### src/rtl/multicycle_ctrl.sv
// Multi-cycle control FSM for the RV32I subset CPU: sequences IF/ID/EX/MEM/WB,
// decodes the instruction class in ID and stalls in MEM on the data-memory handshake.
module multicycle_ctrl #(
  parameter int unsigned S_W = 3
) (
  input  logic           clk_im,
  input  logic           rst_n,
  input  logic           run,
  input  logic [6:0]     opcode,
  input  logic [2:0]     funct3,
  input  logic           funct7_5,
  input  logic           zf,
  input  logic           mem_ready,
  output logic           PC_Write,
  output logic [1:0]     PC_s,
  output logic           IR_Write,
  output logic           Reg_Write,
  output logic [1:0]     w_data_s,
  output logic           rs2_imm_s,
  output logic [3:0]     ALU_OP,
  output logic           Mem_Read,
  output logic           Mem_Write,
  output logic           halted,
  output logic [S_W-1:0] state_o
);

  typedef enum logic [2:0] {
    S_IDLE = 3'd0,
    S_IF   = 3'd1,
    S_ID   = 3'd2,
    S_EX   = 3'd3,
    S_MEM  = 3'd4,
    S_WB   = 3'd5,
    S_HALT = 3'd6
  } state_t;

  typedef enum logic [2:0] {
    C_R, C_IALU, C_LOAD, C_STORE, C_BRANCH, C_LUI, C_JAL, C_ILL
  } cls_t;

  localparam logic [3:0] ALU_ADD = 4'b0000;
  localparam logic [3:0] ALU_SUB = 4'b1000;

  state_t state_q, state_d;
  cls_t   class_q, class_d;
  cls_t   cls_dec;
  logic [3:0] alu_fn;

  // Opcode to instruction class.
  always_comb begin
    cls_dec = C_ILL;
    case (opcode)
      7'b0110011: cls_dec = C_R;
      7'b0010011: cls_dec = C_IALU;
      7'b0000011: cls_dec = C_LOAD;
      7'b0100011: cls_dec = C_STORE;
      7'b1100011: cls_dec = C_BRANCH;
      7'b0110111: cls_dec = C_LUI;
      7'b1101111: cls_dec = C_JAL;
      default:    cls_dec = C_ILL;
    endcase
  end

  // funct7[5] only selects SRA/SRAI among the immediate shifts; R-type always uses it.
  always_comb begin
    alu_fn = {1'b0, funct3};
    if (class_q == C_R) begin
      alu_fn = {funct7_5, funct3};
    end else if (funct3 == 3'b101) begin
      alu_fn = {funct7_5, funct3};
    end
  end

  always_ff @(posedge clk_im) begin
    if (!rst_n) begin
      state_q <= S_IDLE;
      class_q <= C_ILL;
    end else begin
      state_q <= state_d;
      class_q <= class_d;
    end
  end

  // Next state and control outputs; only the branch PC_Write depends on inputs.
  always_comb begin
    state_d   = state_q;
    class_d   = class_q;
    PC_Write  = 1'b0;
    PC_s      = 2'd0;
    IR_Write  = 1'b0;
    Reg_Write = 1'b0;
    w_data_s  = 2'd0;
    rs2_imm_s = 1'b0;
    ALU_OP    = ALU_ADD;
    Mem_Read  = 1'b0;
    Mem_Write = 1'b0;
    halted    = 1'b0;

    case (state_q)
      S_IDLE: begin
        if (run) state_d = S_IF;
      end
      S_IF: begin
        IR_Write = 1'b1;
        PC_Write = 1'b1;
        state_d  = S_ID;
      end
      S_ID: begin
        class_d = cls_dec;
        case (cls_dec)
          C_ILL:        state_d = S_HALT;
          C_LUI, C_JAL: state_d = S_WB;
          default:      state_d = S_EX;
        endcase
      end
      S_EX: begin
        case (class_q)
          C_R, C_IALU: begin
            ALU_OP    = alu_fn;
            rs2_imm_s = (class_q == C_IALU);
            state_d   = S_WB;
          end
          C_LOAD, C_STORE: begin
            ALU_OP    = ALU_ADD;
            rs2_imm_s = 1'b1;
            state_d   = S_MEM;
          end
          C_BRANCH: begin
            ALU_OP   = ALU_SUB;
            PC_Write = funct3[0] ^ zf;
            PC_s     = 2'd1;
            state_d  = run ? S_IF : S_IDLE;
          end
          default: state_d = S_HALT;
        endcase
      end
      S_MEM: begin
        rs2_imm_s = 1'b1;
        Mem_Read  = (class_q == C_LOAD);
        Mem_Write = (class_q == C_STORE);
        if (mem_ready) begin
          if (class_q == C_LOAD) state_d = S_WB;
          else                   state_d = run ? S_IF : S_IDLE;
        end
      end
      S_WB: begin
        Reg_Write = 1'b1;
        case (class_q)
          C_LOAD:  w_data_s = 2'd1;
          C_LUI:   w_data_s = 2'd2;
          C_JAL: begin
            w_data_s = 2'd3;
            PC_Write = 1'b1;
            PC_s     = 2'd2;
          end
          default: w_data_s = 2'd0;
        endcase
        state_d = run ? S_IF : S_IDLE;
      end
      S_HALT: begin
        halted = 1'b1;
      end
      default: state_d = S_IDLE;
    endcase
  end

  assign state_o = S_W'(state_q);

endmodule

### config.mk
export PLATFORM = sky130hd
export DESIGN_NAME = multicycle_ctrl
export DESIGN_NICKNAME = d
export VERILOG_FILES = /design/src/rtl/multicycle_ctrl.sv
export SDC_FILE = /design/constraint.sdc
export NUM_CORES = 1
export LEC_CHECK = 0
export CAP_MARGIN = 30
export CORE_MARGIN = 2
export CORE_UTILIZATION = 42
export CTS_BUF_LIST = sky130_fd_sc_hd__clkbuf_8 sky130_fd_sc_hd__clkbuf_16
export DETAILED_ROUTE_END_ITERATION = 8
export GPL_TIMING_DRIVEN = 0
export HOLD_SLACK_MARGIN = 0.05
export PLACE_DENSITY = 0.84
export RECOVER_POWER = 25
export REMOVE_ABC_BUFFERS = 1
export SKIP_LAST_GASP = 1
export SYNTH_ARGS = -nofsm -noshare
export SYNTH_HDL_FRONTEND = slang
export SYNTH_SLANG_ARGS = --single-unit
export TNS_END_PERCENT = 30
### constraint.sdc
create_clock -name clk_im -period 3.65 [get_ports clk_im]
set_input_delay 0.365 -clock clk_im [delete_from_list [all_inputs] [get_ports clk_im]]
set_output_delay 0.365 -clock clk_im [all_outputs]
set_load 0.05 [all_outputs]
* Word-level counts from Yosys, hierarchy flattened
Cells that the tools add are included.
** Storage, ports and cells
- Register bits :: 6
- Output and inout bits :: 18
- Word-level logic and storage cells :: 62
** Operators by class
- Eq/ne operators :: 25
- Muxes and demuxes :: 27
- Bitwise operators :: 2
- Reduce and logical (&&, ||, !) cells :: 6
** Operator list (count)
- $pmux W3 S7 :: 2
- $eq A3 B3 Y1 const B :: 10
- $eq A7 B6 Y1 const B :: 3
- $eq A7 B7 Y1 const B :: 2
- $eq A3 B2 Y1 const B :: 4
- $mux W4 :: 3
- $mux W1 :: 9
- $mux W3 :: 3
- $pmux W3 S3 :: 1
- $pmux W4 S2 :: 1
- $eq A7 B2 Y1 const B :: 1
- $eq A7 B5 Y1 const B :: 1
- $eq A3 B1 Y1 const B :: 2
- $logic_not A3 Y1 :: 2
- $pmux W2 S3 :: 1
- $pmux W3 S2 :: 1
- $reduce_or A2 Y1 :: 3
- $mux W2 :: 2
- $ne A2 B2 Y1 const B :: 2
- $pmux W1 S2 :: 2
- $pmux W2 S2 :: 1
- $pmux W1 S3 :: 1
- $reduce_and A3 Y1 :: 1
- $not A1 Y1 :: 1
- $xor A1 B1 Y1 :: 1

* Logic depth before layout (Yosys ltp)
Gate-level depths: netlist (run 1).
- Depth after elaboration :: 6
- Mapped depth :: 5

* Least setup slack after synthesis (run 1)
No wires, ideal clock.
- Path type :: flip-flop to output port
- Start point :: reg state_q[2] (netlist: state_o[2])
- End point :: out PC_Write
- Data arrival time :: 3.146 ns
- Data required time :: 3.285 ns
- Path slack :: 0.139 ns
- Stages on the path, launching flop included :: 6
- Path buffers :: 1
- Path through :: dfxtp_1 -> buf_2 -> nand2b_1 -> nor3_1 -> and2_1 -> a211o_1
** Between the ends
- Longest elaborated chain between the ends :: 2
** Ends and longest elaborated chain
- from (decl) :: RTL line 44 : state_t state_q, state_d;
- from (signal assigned) :: RTL line 79 : state_q <= state_d;
- $eq A3 B3 Y1 (tied with other cells) :: RTL line 99 : case (state_q)
- $pmux W1 S3 * :: RTL line 99
- to (decl) :: RTL line 14 : output logic PC_Write,
Every way passes the cells marked *; elsewhere a longest branch is shown, timed or not.

* Worst setup path after layout (run 1)
- Start point :: reg state_q[1] (netlist: state_o[1])
- End point :: out ALU_OP[3]
** Between the ends
- Longest elaborated chain between the ends :: 2
** Ends and longest elaborated chain
- $eq A3 B2 Y1 :: RTL line 99
- $mux W4 :: RTL line 99
- to (decl) :: RTL line 20 : output logic [3:0] ALU_OP,
No other way between the ends.

==> results of run 1 <==
==> stage by stage <==
stage | setup WS [ps] | instances | area, sq um
floorplan | 149 | 88 | 628
global placement | 1230 | 137 | 978
detailed placement | 1210 | 137 | 978
CTS | 968 | 140 | 1020
global route | 869 | 140 | 1000
finish | 972 | 140 | 1000
==> flip-flops by register name (all words and copies together), names as in the netlist <==
name and count:
state_o 3, class_q 3
==> worst reg2reg max path, cell delays in order, from the launching register on <==
cell and delay (ps):
dfxtp_1 560, nor3b_1 650, nand3_1 180, a211oi_1 270, o21ai_1 90
==> cell type report <==
class	count	area [sq um]
Fill cell	134	503
Timing Repair Buffer	33	330
Tap cell	16	20.0
Inverter	3	11.3
Sequential cell	6	120
Multi-Input combinational cell	79	480
Clock buffer	3	41.3
==> power by group through the flow <==
stage / logic, mW / clock network (mW) / registers (mW)
2_1_floorplan: 0.148 / 0 / 0.155
3_3_place_gp: 0.277 / 0 / 0.118
3_5_place_dp: 0.282 / 0 / 0.120
4_1_cts: 0.284 / 0.0960 / 0.119
5_1_grt: 0.299 / 0.0993 / 0.120
6_report: 0.277 / 0.0953 / 0.115
==> logic make-up (layout without fill, tap and decap cells) <==
logic type             Yosys count  after routing  synth area share [%]
buffers and inverters           10             39                  7.68
flip-flops                       6              6                  18.0
XOR/XNOR                         3              3                  3.93
AO/OA/AOI/OAI                   27             27                  27.0
AND/OR/NAND/NOR                 49             49                  43.4
==> worst max path at each step <==
stage	cells after the start	to	slack [ps]	startpoint
after floorplan	4	PC_Write	150	state_o[2]$_SDFFE_PN0P_
after global placement	4	ALU_OP[3]	1230	state_o[1]$_SDFFE_PN0P_
after detailed placement	4	ALU_OP[3]	1210	state_o[1]$_SDFFE_PN0P_
after CTS	4	ALU_OP[3]	970	state_o[1]$_SDFFE_PN0P_
after global routing	4	ALU_OP[3]	870	state_o[1]$_SDFFE_PN0P_
final	4	ALU_OP[3]	970	state_o[1]$_SDFFE_PN0P_
==> cell usage after synthesis (all sizes together) <==
master and count:
dfxtp 6, o211ai 1, a211oi 3, a211o 1, nor3 5, nor4 2, a21boi 1, nand3 2
a31o 1, a31oi 2, o22ai 2, nand2 7, a21oi 5, inv 3, or4 1, o21a 1
and2 5, nand4 3, xnor2 1, nand2b 6, clkbuf 1, o31ai 1, nor2 10, a21o 1
o2111ai 1, xor2 2, nor3b 1, and3 2, o21ai 6, buf 6, o32ai 1, nand3b 5
==> metal layers <==
| metal | track usage [%] | wire length, um | vias up |
|---|---|---|---|
| met3 | 3.33 | 174 | 4 |
| met1 | 24.8 | 807 | 391 |
| met5 | 0 | 0 | - |
| met4 | 12.1 | 39 | 0 |
| met2 | 36.2 | 908 | 49 |
| li1 | - | - | 407 |
==> layout by cell type, fill, tap and decap left out, drive strengths merged <==
cell,synthesis,layout
nand2b,6,6
a21boi,1,1
xnor2,1,1
a31oi,2,2
nand4,3,3
a211o,1,1
nor2,10,10
nand3,2,2
and3,2,2
nor3b,1,1
nand2,7,7
clkdlybuf4s50,0,32
dfxtp,6,6
o21a,1,1
a21oi,5,5
nand3b,5,5
a21o,1,1
or4,1,1
o2111ai,1,1
o211ai,1,1
clkbuf,1,3
dlygate4sd3,0,1
o32ai,1,1
inv,3,3
o21ai,6,6
nor3,5,5
nor4,2,2
a31o,1,1
xor2,2,2
a211oi,3,3
o31ai,1,1
and2,5,5
o22ai,2,2
==> impl_metrics.json, run 1 <==
{
  "io_pins": 34,
  "tns_ps": 0,
  "die-area_sq_um": 1930,
  "grt.total_usage_pct": 21.2,
  "clock_path_buffers": 2,
  "gp_congestion": 0.830,
  "max_freq_ghz": 0.373,
  "cp.required_ps": 3280,
  "slew_viol_final": 0,
  "p_comb_share_pct": 56.8,
  "cp-end-kind": "output port",
  "synth_cell_types": 36,
  "cp_slowest_cell": "clkdlybuf4s50_1",
  "hold_depth": 2,
  "swShare_pct": 48.4,
  "drc": 0,
  "internal-power_mw": 0.252,
  "htreeDepth": 1,
  "via_per_inst": 6.08,
  "num_rows": 14,
  "fin_skew_ps": 2.37,
  "yosysWarnings": 0,
  "worst_skew_pair.late_latency_ps": 220,
  "leakagePower_nw": 0.356,
  "fp.coreArea_sq_um": 1510,
  "postCtsSetupBuffers": 0,
  "grt_overflow": 0,
  "wl_per_cell_um": 13.8,
  "post-route-util_pct": 66.6,
  "grt_pass1_vias": 778,
  "seq_area_frac_synth_pct": 18.0,
  "vias": 851,
  "power.switching_mw": 0.236,
  "synthTopCellsByArea": "dfxtp_1, nand2b_1, nand3b_1, nor2_1, and2_1",
  "period_share_pct": 73.4,
  "worst_pin_slew_ps": 710,
  "cts_tree": "built",
  "yosysTopAreaCellShare_pct": 18.0,
  "slowest_delay_ps": 790,
  "num_antenna_cells": 0,
  "crit_buf_inv": 1,
  "power_mw": 0.488,
  "port_buffers": 33,
  "ys_ff_latch": 6,
  "grt_first_pass_wirelength_mm": 3.15,
  "clock-sinks": 6,
  "final_layout_size_suffix_gt1_share_pct": 4.03,
  "path_max_fanout": 12,
  "path_delay_family": "buffers and inverters",
  "syn_to_final_growth_pct": 50.2,
  "r2r_cells": 4,
  "synth_area_sq_um": 668,
  "synth.avg_cell_area_sq_um": 7.03,
  "status": "completed",
  "worstPathCellList": "nand3b_1 > nor3_1 > a31o_2 > clkdlybuf4s50_1",
  "root_buffer": "clkbuf_8",
  "worstReg2RegEnd": "class_q[1]$_SDFFE_PN1N_",
  "pwr-share-seq_pct": 23.7,
  "setup_viol": 0,
  "whs_endpoint": "class_q[1]$_SDFFE_PN1N_",
  "grt_max_degree": 13,
  "path_class": "reg2out",
  "rsz0062_at_grt": "false",
  "ant_nets": 0,
  "hold_viol_final": 0,
  "routed_wl_mm": 1.93,
  "ctsResizeCount": 0,
  "synth_top_area_cell": "dfxtp_1",
  "p_per_area_nw_per_um2": 486,
  "clk_pin_slew_ps": 40,
  "pwr-share-clk_pct": 19.5,
  "dieHeight_um": 43.9,
  "initial_core_util_pct": 44.4,
  "period_needed_ps": 2680,
  "peakVddDrop_v": 0.000469,
  "start_kind": "flop",
  "hpwlAfterDp_mm": 1.46,
  "slew_headroom_pct": 52.6,
  "synthCells": 95,
  "maxCapViolCount": 0,
  "nets": 142,
  "cts_made_buffers": 3,
  "cp_data_arrival_time_ps": 2310,
  "rr_startpoint": "state_o[1]$_SDFFE_PN0P_",
  "drtPass1Iterations": 4,
  "hp-start": "class_q[1]$_SDFFE_PN1N_",
  "drtIter0Drc": 20,
  "die_w_um": 43.9,
  "antenna_found_initial": 0,
  "min_path_type": "reg2reg",
  "holdBufCountCts": 0,
  "rrSetupSlack_ps": 1770,
  "holdWs_ps": 642
}
(Power assumes the default switching activity.)
==> run 2: changes to the inputs <==
--- a/config.mk
+++ b/config.mk
@@ -7,12 +7,12 @@
 export LEC_CHECK = 0
 export CAP_MARGIN = 30
 export CORE_MARGIN = 2
-export CORE_UTILIZATION = 42
+export CORE_UTILIZATION = 35
 export CTS_BUF_LIST = sky130_fd_sc_hd__clkbuf_8 sky130_fd_sc_hd__clkbuf_16
 export DETAILED_ROUTE_END_ITERATION = 8
 export GPL_TIMING_DRIVEN = 0
 export HOLD_SLACK_MARGIN = 0.05
-export PLACE_DENSITY = 0.84
+export PLACE_DENSITY = 0.75
 export RECOVER_POWER = 25
 export REMOVE_ABC_BUFFERS = 1
 export SKIP_LAST_GASP = 1
==> constraint.sdc (replaced) <==
create_clock -name clk_im -period 2.4 [get_ports clk_im]
set_input_delay 0.24 -clock clk_im [delete_from_list [all_inputs] [get_ports clk_im]]
set_output_delay 0.24 -clock clk_im [all_outputs]
set_load 0.05 [all_outputs]
==> run 2 against run 1 <==
Sequential power increased by 59%. The run now ends with setup timing left. Non-clock buffer count unchanged. First-iteration DRC count decreased by 55%. Critical path depth increased by 1.
==> impl_metrics.json, run 2 (same netlist as run 1, synthesis figures left out) <==
{
  "status": "finished with violations",
  "violations": "setup timing",
  "gp_congestion": 0.765,
  "clk_pin_slew_ps": 40,
  "root_buffer": "clkbuf_8",
  "start_kind": "flop",
  "worstPathCellList": "nand2b_1 > nor3_1 > and2_1 > a211o_1 > clkdlybuf4s50_1",
  "slew_viol_final": 0,
  "p_comb_share_pct": 56.5,
  "finalWorstSetupSlack_ps": -49.7,
  "hpwlAfterDp_mm": 1.46,
  "ant_nets": 0,
  "pwr-share-clk_pct": 19.2,
  "grt.total_usage_pct": 17.9,
  "hold_viol_final": 0,
  "cp.required_ps": 2160,
  "routed_wl_mm": 1.81,
  "period_share_pct": 102,
  "grt_pass1_vias": 687,
  "maxCapViolCount": 0,
  "die_w_um": 47.7,
  "via_per_inst": 5.47,
  "drtIter0Drc": 9,
  "port_buffers": 33,
  "peakVddDrop_v": 0.000368,
  "num_antenna_cells": 0,
  "cp_data_arrival_time_ps": 2210,
  "num_rows": 15,
  "whs_endpoint": "class_q[1]$_SDFFE_PN1N_",
  "drc": 0,
  "internal-power_mw": 0.391,
  "grt_max_degree": 13,
  "hp-start": "class_q[1]$_SDFFE_PN1N_",
  "slowest_delay_ps": 790,
  "holdBufCountCts": 0,
  "grt_first_pass_wirelength_mm": 2.86,
  "path_class": "reg2out",
  "power_mw": 0.756,
  "period_needed_ps": 2450,
  "pwr-share-seq_pct": 24.2,
  "die-area_sq_um": 2270,
  "layout_commonest_cell": "clkdlybuf4s50_1",
  "min_path_type": "reg2reg",
  "cp_slowest_cell": "clkdlybuf4s50_1",
  "worst_pin_slew_ps": 502,
  "clock-sinks": 6,
  "syn_to_final_growth_pct": 55.2,
  "worstReg2RegEnd": "class_q[0]$_SDFFE_PN1N_",
  "dieHeight_um": 47.7,
  "clock_path_buffers": 2,
  "power.switching_mw": 0.365,
  "vias": 815,
  "rrSetupSlack_ps": 840,
  "post-route-util_pct": 58.8,
  "wl_per_cell_um": 12.1,
  "final_cell_mix": "clkdlybuf4s50_1, nor2_1, nand2_1",
  "antenna_found_initial": 0,
  "htreeDepth": 1,
  "rsz0062_at_grt": "true",
  "r2r_cells": 4,
  "path_max_fanout": 11,
  "setup_viol": 1,
  "io_pins": 34,
  "postCtsSetupBuffers": 0,
  "final_layout_size_suffix_gt1_share_pct": 5.65,
  "placed_cells": 146,
  "fp.coreArea_sq_um": 1760,
  "swShare_pct": 48.3,
  "drtPass1Iterations": 4,
  "p_per_area_nw_per_um2": 729,
  "worst_skew_pair.late_latency_ps": 220,
  "fin_skew_ps": 2.71,
  "stdcell_count": 149,
  "nFillCells": 185,
  "rr_startpoint": "state_o[1]$_SDFFE_PN0P_",
  "cts_made_buffers": 3,
  "max_freq_ghz": 0.408,
  "grt_overflow": 0,
  "leakagePower_nw": 0.420,
  "hold_depth": 2,
  "slew_headroom_pct": 66.4,
  "holdWs_ps": 639,
  "cp-end-kind": "output port",
  "initial_core_util_pct": 37.9,
  "cts_tree": "built",
  "nets": 142
}
run 2: final cells by class:
cell class,count,area [sq um],share of cell area [%]
clock buffer,3,41.3,3.98
inverter,3,11.3,1.09
multi-input combinational,79,497,47.9
sequential,6,120,11.6
tap,25,31.3,3.02
timing repair buffer,33,337,32.4
run 2: through the flow:
stage | TNS [ps] | area [sq um] | worst slack [ps]
floorplan | -2250 | 628 | -976
global placement | 0 | 990 | 96.6
detailed placement | 0 | 990 | 26.6
CTS | -567 | 1030 | -179
global route | -746 | 1040 | -192
finish | -49.7 | 1040 | -49.7
run 2: what timing repair did:
action | CTS | global route
endpoints found under the hold margin | 0 | 0
gates cloned | 0 | 0
resized for setup | 1 | 3
endpoints found under the setup margin | 5 | 11
run 2: worst max-delay path: cells and delay by family, from the launching register on:
family	cells	cell delay, ps
AOI/OAI and AO/OA	1	90
buffers and inverters	1	790
DFF	1	550
and+or+nand+nor	3	550
run 2: worst max-delay path by stage:
stage	depth (start not counted)	from	to
6_report	5	state_o[2]$_SDFFE_PN0P_	PC_Write
5_1_grt	5	state_o[2]$_SDFFE_PN0P_	PC_Write
4_1_cts	4	state_o[1]$_SDFFE_PN0P_	ALU_OP[2]
3_5_place_dp	4	state_o[1]$_SDFFE_PN0P_	ALU_OP[3]
3_3_place_gp	4	state_o[1]$_SDFFE_PN0P_	ALU_OP[3]
2_1_floorplan	4	state_o[2]$_SDFFE_PN0P_	PC_Write
run 2: routing by layer:
metal	GRT usage (%)	vias to the layer above	wire length [um]
met2	30.1	36	801
met4	13.0	0	27
li1	-	412	-
met1	20.1	365	810
met5	0	-	0
met3	3.02	2	166
run 2: power groups by stage:
stage          combinational (mW)  clock (mW)  sequential, mW
3_3_place_gp                0.423           0           0.182
3_5_place_dp                0.427           0           0.184
6_report                    0.428       0.146           0.183
4_1_cts                     0.428       0.151           0.183
5_1_grt                     0.454       0.158           0.194
2_1_floorplan               0.225           0           0.235
